===== config.mk =====
export PLATFORM = sky130hd
export DESIGN_NAME = packet_engine
export DESIGN_NICKNAME = d
export VERILOG_FILES = /design/src/rtl/packet_engine_pkg.sv /design/src/rtl/pkt_alu_accum.sv /design/src/rtl/packet_engine.sv
export SDC_FILE = /design/constraint.sdc
export NUM_CORES = 2
export LEC_CHECK = 0
export CAP_MARGIN = 20
export CORE_MARGIN = 4
export CORE_UTILIZATION = 35
export DETAILED_ROUTE_END_ITERATION = 10
export DONT_BUFFER_PORTS = 1
export PLACE_DENSITY_LB_ADDON = 0.05
export SKIP_CTS_REPAIR_TIMING = 1
export SYNTH_ARGS = -nofsm -noshare
export SYNTH_HDL_FRONTEND = slang
export SYNTH_SLANG_ARGS = --single-unit

===== constraint.sdc =====
create_clock -name clk_i -period 7.9 [get_ports clk_i]
set_clock_uncertainty 0.05 [all_clocks]
set_input_delay 1.185 -clock clk_i [delete_from_list [all_inputs] [get_ports clk_i]]
set_output_delay 1.185 -clock clk_i [all_outputs]
set_load 0.01 [all_outputs]

===== src/rtl/packet_engine_pkg.sv =====
// packet_engine_pkg: opcodes, header size and state/error encodings for packet_engine
package packet_engine_pkg;
  localparam logic [7:0] OP_ECHO = 8'hEC;
  localparam logic [7:0] OP_ADD = 8'hA0;
  localparam logic [7:0] OP_MUL = 8'hA1;
  localparam int HDR_BYTES = 4;
  typedef enum logic [2:0] {HDR_OP, HDR_RSV, HDR_LLSB, HDR_LMSB, ECHO, ACCUM, RESULT, DRAIN} state_t;
  typedef enum logic [1:0] {ERR_NONE, ERR_LEN, ERR_OPCODE} err_t;
endpackage


===== src/rtl/pkt_alu_accum.sv =====
// pkt_alu_accum: LSB-first operand assembly, add/mul accumulation and result byte shift-out
module pkt_alu_accum #(
  parameter int OPERAND_WIDTH = 32
) (
  input  logic       clk,
  input  logic       rst,
  input  logic       start,
  input  logic       mul,
  input  logic       in_valid,
  input  logic [7:0] in_data,
  input  logic       shift,
  output logic [7:0] first_byte,
  output logic [7:0] next_byte
);
  localparam int NB = OPERAND_WIDTH / 8;
  localparam int IW = NB > 1 ? $clog2(NB) : 1;
  logic [IW-1:0] idx;
  logic first;
  logic [OPERAND_WIDTH-1:0] op, acc, res, op_full, acc_n;
  logic op_done;
  assign op_full = op | (OPERAND_WIDTH'(in_data) << {idx, 3'b000});
  assign acc_n = first ? op_full : mul ? acc * op_full : acc + op_full;
  assign op_done = idx == IW'(NB - 1);
  assign first_byte = acc_n[7:0];
  assign next_byte = res[7:0];
  always_ff @(posedge clk) begin
    if (rst) begin
      idx <= '0;
      first <= 1'b1;
      op <= '0;
      acc <= '0;
      res <= '0;
    end else if (start) begin
      idx <= '0;
      first <= 1'b1;
      op <= '0;
    end else if (in_valid) begin
      if (op_done) begin
        idx <= '0;
        op <= '0;
        first <= 1'b0;
        acc <= acc_n;
        res <= acc_n >> 8;
      end else begin
        idx <= idx + 1'b1;
        op <= op_full;
      end
    end else if (shift) begin
      res <= res >> 8;
    end
  end
endmodule


===== src/rtl/packet_engine.sv =====
// packet_engine: framed packet parser executing echo/add/mul and streaming the response
module packet_engine
  import packet_engine_pkg::*;
#(
  parameter int OPERAND_WIDTH = 32,
  parameter logic [15:0] MAX_LENGTH = 16'd1028
) (
  input  logic       clk_i,
  input  logic       rst_i,
  input  logic [7:0] rx_data_i,
  input  logic       rx_valid_i,
  output logic       rx_ready_o,
  output logic [7:0] tx_data_o,
  output logic       tx_valid_o,
  input  logic       tx_ready_i,
  output logic       busy_o,
  output logic       err_o,
  output logic [1:0] err_code_o
);
  localparam int NB = OPERAND_WIDTH / 8;
  state_t state, state_n;
  err_t err_code, err_code_n;
  logic [15:0] cnt, cnt_n, len, pay;
  logic [7:0] opcode, opcode_n, len_lsb, len_lsb_n, tx_data_n, first_byte, next_byte;
  logic tx_valid_n, err_n, rx_hs, tx_hs, last, arith;
  assign rx_ready_o = state == HDR_OP ? !tx_valid_o : state == ECHO ? (!tx_valid_o || tx_ready_i) : state != RESULT;
  assign rx_hs = rx_valid_i && rx_ready_o;
  assign tx_hs = tx_valid_o && tx_ready_i;
  assign len = {rx_data_i, len_lsb};
  assign pay = len - 16'(HDR_BYTES);
  assign last = cnt == 16'd1;
  assign arith = opcode == OP_ADD || opcode == OP_MUL;
  assign busy_o = state != HDR_OP || tx_valid_o;
  assign err_code_o = err_code;
  pkt_alu_accum #(.OPERAND_WIDTH(OPERAND_WIDTH)) u_alu (
    .clk(clk_i),
    .rst(rst_i),
    .start(state == HDR_LMSB && rx_hs),
    .mul(opcode == OP_MUL),
    .in_valid(state == ACCUM && rx_hs),
    .in_data(rx_data_i),
    .shift(state == RESULT && tx_hs && cnt != 16'd0),
    .first_byte(first_byte),
    .next_byte(next_byte)
  );
  always_comb begin
    state_n = state;
    cnt_n = cnt;
    opcode_n = opcode;
    len_lsb_n = len_lsb;
    tx_data_n = tx_data_o;
    tx_valid_n = tx_valid_o && !tx_ready_i;
    err_n = 1'b0;
    err_code_n = err_code;
    case (state)
      HDR_OP: if (rx_hs) begin
        opcode_n = rx_data_i;
        state_n = HDR_RSV;
      end
      HDR_RSV: if (rx_hs) state_n = HDR_LLSB;
      HDR_LLSB: if (rx_hs) begin
        len_lsb_n = rx_data_i;
        state_n = HDR_LMSB;
      end
      HDR_LMSB: if (rx_hs) begin
        cnt_n = pay;
        if (len < 16'(HDR_BYTES) || len > MAX_LENGTH) begin
          err_n = 1'b1;
          err_code_n = ERR_LEN;
          state_n = len > 16'(HDR_BYTES) ? DRAIN : HDR_OP;
        end else if (opcode == OP_ECHO) begin
          state_n = pay == 16'd0 ? HDR_OP : ECHO;
        end else if (arith && pay != 16'd0 && pay % 16'(NB) == 16'd0) begin
          state_n = ACCUM;
        end else begin
          err_n = 1'b1;
          err_code_n = arith ? ERR_LEN : ERR_OPCODE;
          state_n = pay == 16'd0 ? HDR_OP : DRAIN;
        end
      end
      ECHO: if (rx_hs) begin
        tx_data_n = rx_data_i;
        tx_valid_n = 1'b1;
        cnt_n = cnt - 16'd1;
        state_n = last ? HDR_OP : ECHO;
      end
      ACCUM: if (rx_hs) begin
        cnt_n = last ? 16'(NB - 1) : cnt - 16'd1;
        tx_data_n = last ? first_byte : tx_data_o;
        tx_valid_n = last || tx_valid_n;
        state_n = last ? RESULT : ACCUM;
      end
      RESULT: if (tx_hs) begin
        state_n = cnt == 16'd0 ? HDR_OP : RESULT;
        tx_data_n = cnt == 16'd0 ? tx_data_o : next_byte;
        tx_valid_n = cnt != 16'd0;
        cnt_n = cnt == 16'd0 ? cnt : cnt - 16'd1;
      end
      DRAIN: if (rx_hs) begin
        cnt_n = cnt - 16'd1;
        state_n = last ? HDR_OP : DRAIN;
      end
      default: state_n = HDR_OP;
    endcase
  end
  always_ff @(posedge clk_i) begin
    if (rst_i) begin
      state <= HDR_OP;
      cnt <= '0;
      opcode <= '0;
      len_lsb <= '0;
      tx_data_o <= '0;
      tx_valid_o <= 1'b0;
      err_o <= 1'b0;
      err_code <= ERR_NONE;
    end else begin
      state <= state_n;
      cnt <= cnt_n;
      opcode <= opcode_n;
      len_lsb <= len_lsb_n;
      tx_data_o <= tx_data_n;
      tx_valid_o <= tx_valid_n;
      err_o <= err_n;
      err_code <= err_code_n;
    end
  end
endmodule


==> flow_summary.ini <==
[outcome]
outcome = complete, but fails checks
failed_checks = setup timing

[detailed_routing]
first_pass_iters = 5
drt_iter0_markers = 1429
vias = 20200
vias_per_cell = 5.25
routed_wl_mm = 88.7
routedWlPerCell_microns = 23.0
drc = 0
antenna_left = 0

[clock_network]
clkSlewWorstSetupHoldPaths_ps = 60
cts_tree = yes
htree_levels = 4
clockBufferDepth = 2
clkLatencyLatePin_ps = 430
cts_buffers = 17
clock_sink_count = 138
clockRootBuffer = clkbuf_16

[logic_synthesis]
syn_inst = 2852
avgSynthCellArea_sq_um = 8.46
yosysSeqAreaShare_pct = 11.5
yosys.area_share.simple_pct = 19.7
ys_warn_count = 0
synth_top_flop_cell = dfxtp_1
synth_top_area_cell = fa_1
synth_compound_area_share_pct = 12.2
synth_xor_area_share_pct = 4.35
synth_top_family_by_area = adder cells
synth_area_sq_mm = 0.0241
synthMuxAreaShare_pct = 0.804
syn-num-nets = 3432
netlist.area_leader.share_pct = 33.9
synthTopCellsByArea = fa_1 34%, dfxtp_1 11%, ha_1 8.2%
synthArstFlopShare_pct = 0
synthDistinctLibCells = 79
synth_fa_ha_area_share_pct = 42.2
synth_edf_count = 0
ys_ff_latch = 138

[floorplanning]
fp.dieW_microns = 271
rows = 95
dieArea_sq_mm = 0.0732
fp.dieH_microns = 271
core_sq_mm = 0.0678
initial_core_util_pct = 35.6
io_pins = 26

[power_and_ir_drop]
comb_power_share_pct = 9.9
p_per_area_mw_per_mm2 = 61.6
power_switching_uw = 450
power_frac_seq_pct = 41.6
peakVddDrop_mv = 0.131
switching_share_pct = 26.1
p_clk_share_pct = 48.5
p_leak_uw = 0.0131
p_int_uw = 1280

[timing]
fin_setup_tns_ps = -132
rsz0062_at_grt = yes
fin_crit_ps = 7950
max_freq_ghz = 0.126
holdWs_ps = 413
max_slew_margin_pct = 32.5
hold_viol = 0
fin_ws_ps = -47.1
setup_violations = 3
period_share_pct = 101
worst_slew_pin_slew_ps = 988
slew_viol_final = 0

[worst_setup_path]
endpoint_kind = flop
critical_path_arrival_ps = 8260
start_kind = input pin
critPathLaunch = rx_data_i[3]
rr_worst_depth = 28
rr_startpoint = u_alu.idx[1]$_SDFFE_PP0P_
worstPathRequired_ps = 8210
crit_type = input pin to flop
r2r-end = u_alu.res[23]$_SDFFE_PP0P_
r2r_setup_slack_ps = 30
cp_max_fo = 16

[global_route]
grt_use_total_pct = 24.3
grt_pass1_wl_mm = 136
overflow = 0
antenna_found_initial = 3
grt_pass1_vias = 21400
grt_max_degree = 93

[layout]
drive_gt1_share_pct = 14.1
final_nets = 3546
syn_to_final_growth_pct = 16.2
fin_area_sq_mm = 0.0280
instances_no_fill = 3853

[place]
dp_hpwl_mm = 71.4
gp_congestion = 0.924
dpl_cell_area_sq_mm = 0.0267
dp_cells = 3803
portBuffers = 0

[min_path]
min_to = u_alu.res[17]$_SDFFE_PP0P_
whs_path_depth = 2
min_path_type = flop to flop
hp-start = u_alu.res[17]$_SDFFE_PP0P_

[run]
max-cap-violations = 0
cells in the mapped netlist, types with 23 or more instances:
| master | instances |
|---|---|
| o21ai_0 | 83 |
| dfxtp_1 | 138 |
| a21o_1 | 40 |
| nand3_1 | 23 |
| ha_1 | 159 |
| nor3_1 | 35 |
| fa_1 | 409 |
| nand2_1 | 336 |
| xnor2_1 | 77 |
| and2_1 | 289 |
| clkbuf_1 | 150 |
| nor2_1 | 185 |
| a21oi_1 | 155 |
| inv_1 | 412 |
layout make-up:
class	count	area (sq um)
fill	6907	39700
multi-input combinational	2129	19700
sequential	138	2770
timing repair buffer	264	2240
inverter	416	1580
tap	873	1090
clock buffer	20	457
clock inverter	12	148
antenna	1	2.50
worst max-delay path by stage:
stage	to	slack, ps	depth (start not counted)
after floorplan	u_alu.acc[29]$_SDFFE_PP0P_	-50	27
after global placement	u_alu.acc[19]$_SDFFE_PP0P_	-980	27
after detailed placement	u_alu.acc[19]$_SDFFE_PP0P_	-920	27
after CTS	u_alu.acc[19]$_SDFFE_PP0P_	-490	27
after global routing	u_alu.res[16]$_SDFFE_PP0P_	-220	31
final	u_alu.res[23]$_SDFFE_PP0P_	-50	26
state kept, by name, indices dropped and copies added (netlist names):
signal,flops
len_lsb,8
u_alu.res,24
u_alu.idx,2
u_alu.acc,32
err_o,1
err_code_o,2
u_alu.first,1
tx_valid_o,1
state,3
opcode,8
cnt,16
u_alu.op,32
tx_data_o,8
cells by family (layout without fill, tap and decap cells):
| group | Yosys count | count (layout) |
|---|---|---|
| fa+ha+maj | 568 | 568 |
| buf+inv | 585 | 712 |
| flops | 138 | 138 |
| compound gates | 463 | 463 |
| simple gates | 972 | 972 |
| mux | 19 | 19 |
| xor+xnor | 107 | 107 |
| other cells | 0 | 1 |
metal layers:
| layer | vias up | GRT usage, % | part of all wire, % |
|---|---|---|---|
| li1 | 9264 | - | - |
| met1 | 10300 | 35.7 | 48 |
| met2 | 539 | 39.1 | 46 |
| met3 | 89 | 2.11 | 4.4 |
| met4 | 0 | 5.45 | 2.3 |
| met5 | - | 0 | 0 |
cells in the final DEF (no fill, tap or decap), types with 14 or more instances in the layout:
master,Yosys,routed
a21o_1,40,38
a21oi_1,155,141
and2_1,289,286
buf_12,0,15
buf_4,3,238
clkbuf_16,0,18
dfxtp_1,138,135
fa_1,409,395
fa_2,0,14
ha_1,159,146
inv_1,412,407
mux2i_1,16,16
nand2_1,336,336
nand3_1,23,21
nor2_1,185,180
nor2b_1,21,20
nor3_1,35,31
o211ai_1,20,20
o21a_1,16,15
o21ai_0,83,78
o22ai_1,17,17
xnor2_1,77,74
xor2_1,21,20
through the flow:
step,power [uW],setup WS (ps),utilization (%)
floorplan,852,-51.6,-
global placement,894,-984,39.5
detailed placement,895,-918,39.5
CTS,1730,-493,40.4
global route,1790,-222,41.4
finish,1730,-47.1,41.4
power groups by stage:
stage	sequential [uW]	clock, uW	combinational [uW]
3_3_place_gp	734	0	159
6_report	719	838	170
4_1_cts	719	851	161
2_1_floorplan	725	0	127
5_1_grt	721	882	185
3_5_place_dp	734	0	160
worst max-delay path: stages:
cell	delay, ps
a21oi_4	160
inv_1	100
buf_12	160
buf_4	190
and2_1	180
fa_1	500
inv_1	60
fa_1	500
fa_1	460
fa_1	560
inv_1	60
fa_1	490
fa_1	570
fa_1	460
fa_1	500
ha_4	320
and4_4	230
nand3_2	100
o41ai_4	360
buf_6	190
nand3_2	70
a21oi_2	140
xnor2_1	130
nand2_1	70
a221o_1	370
a21oi_1	140
(Power assumes the default switching activity.)
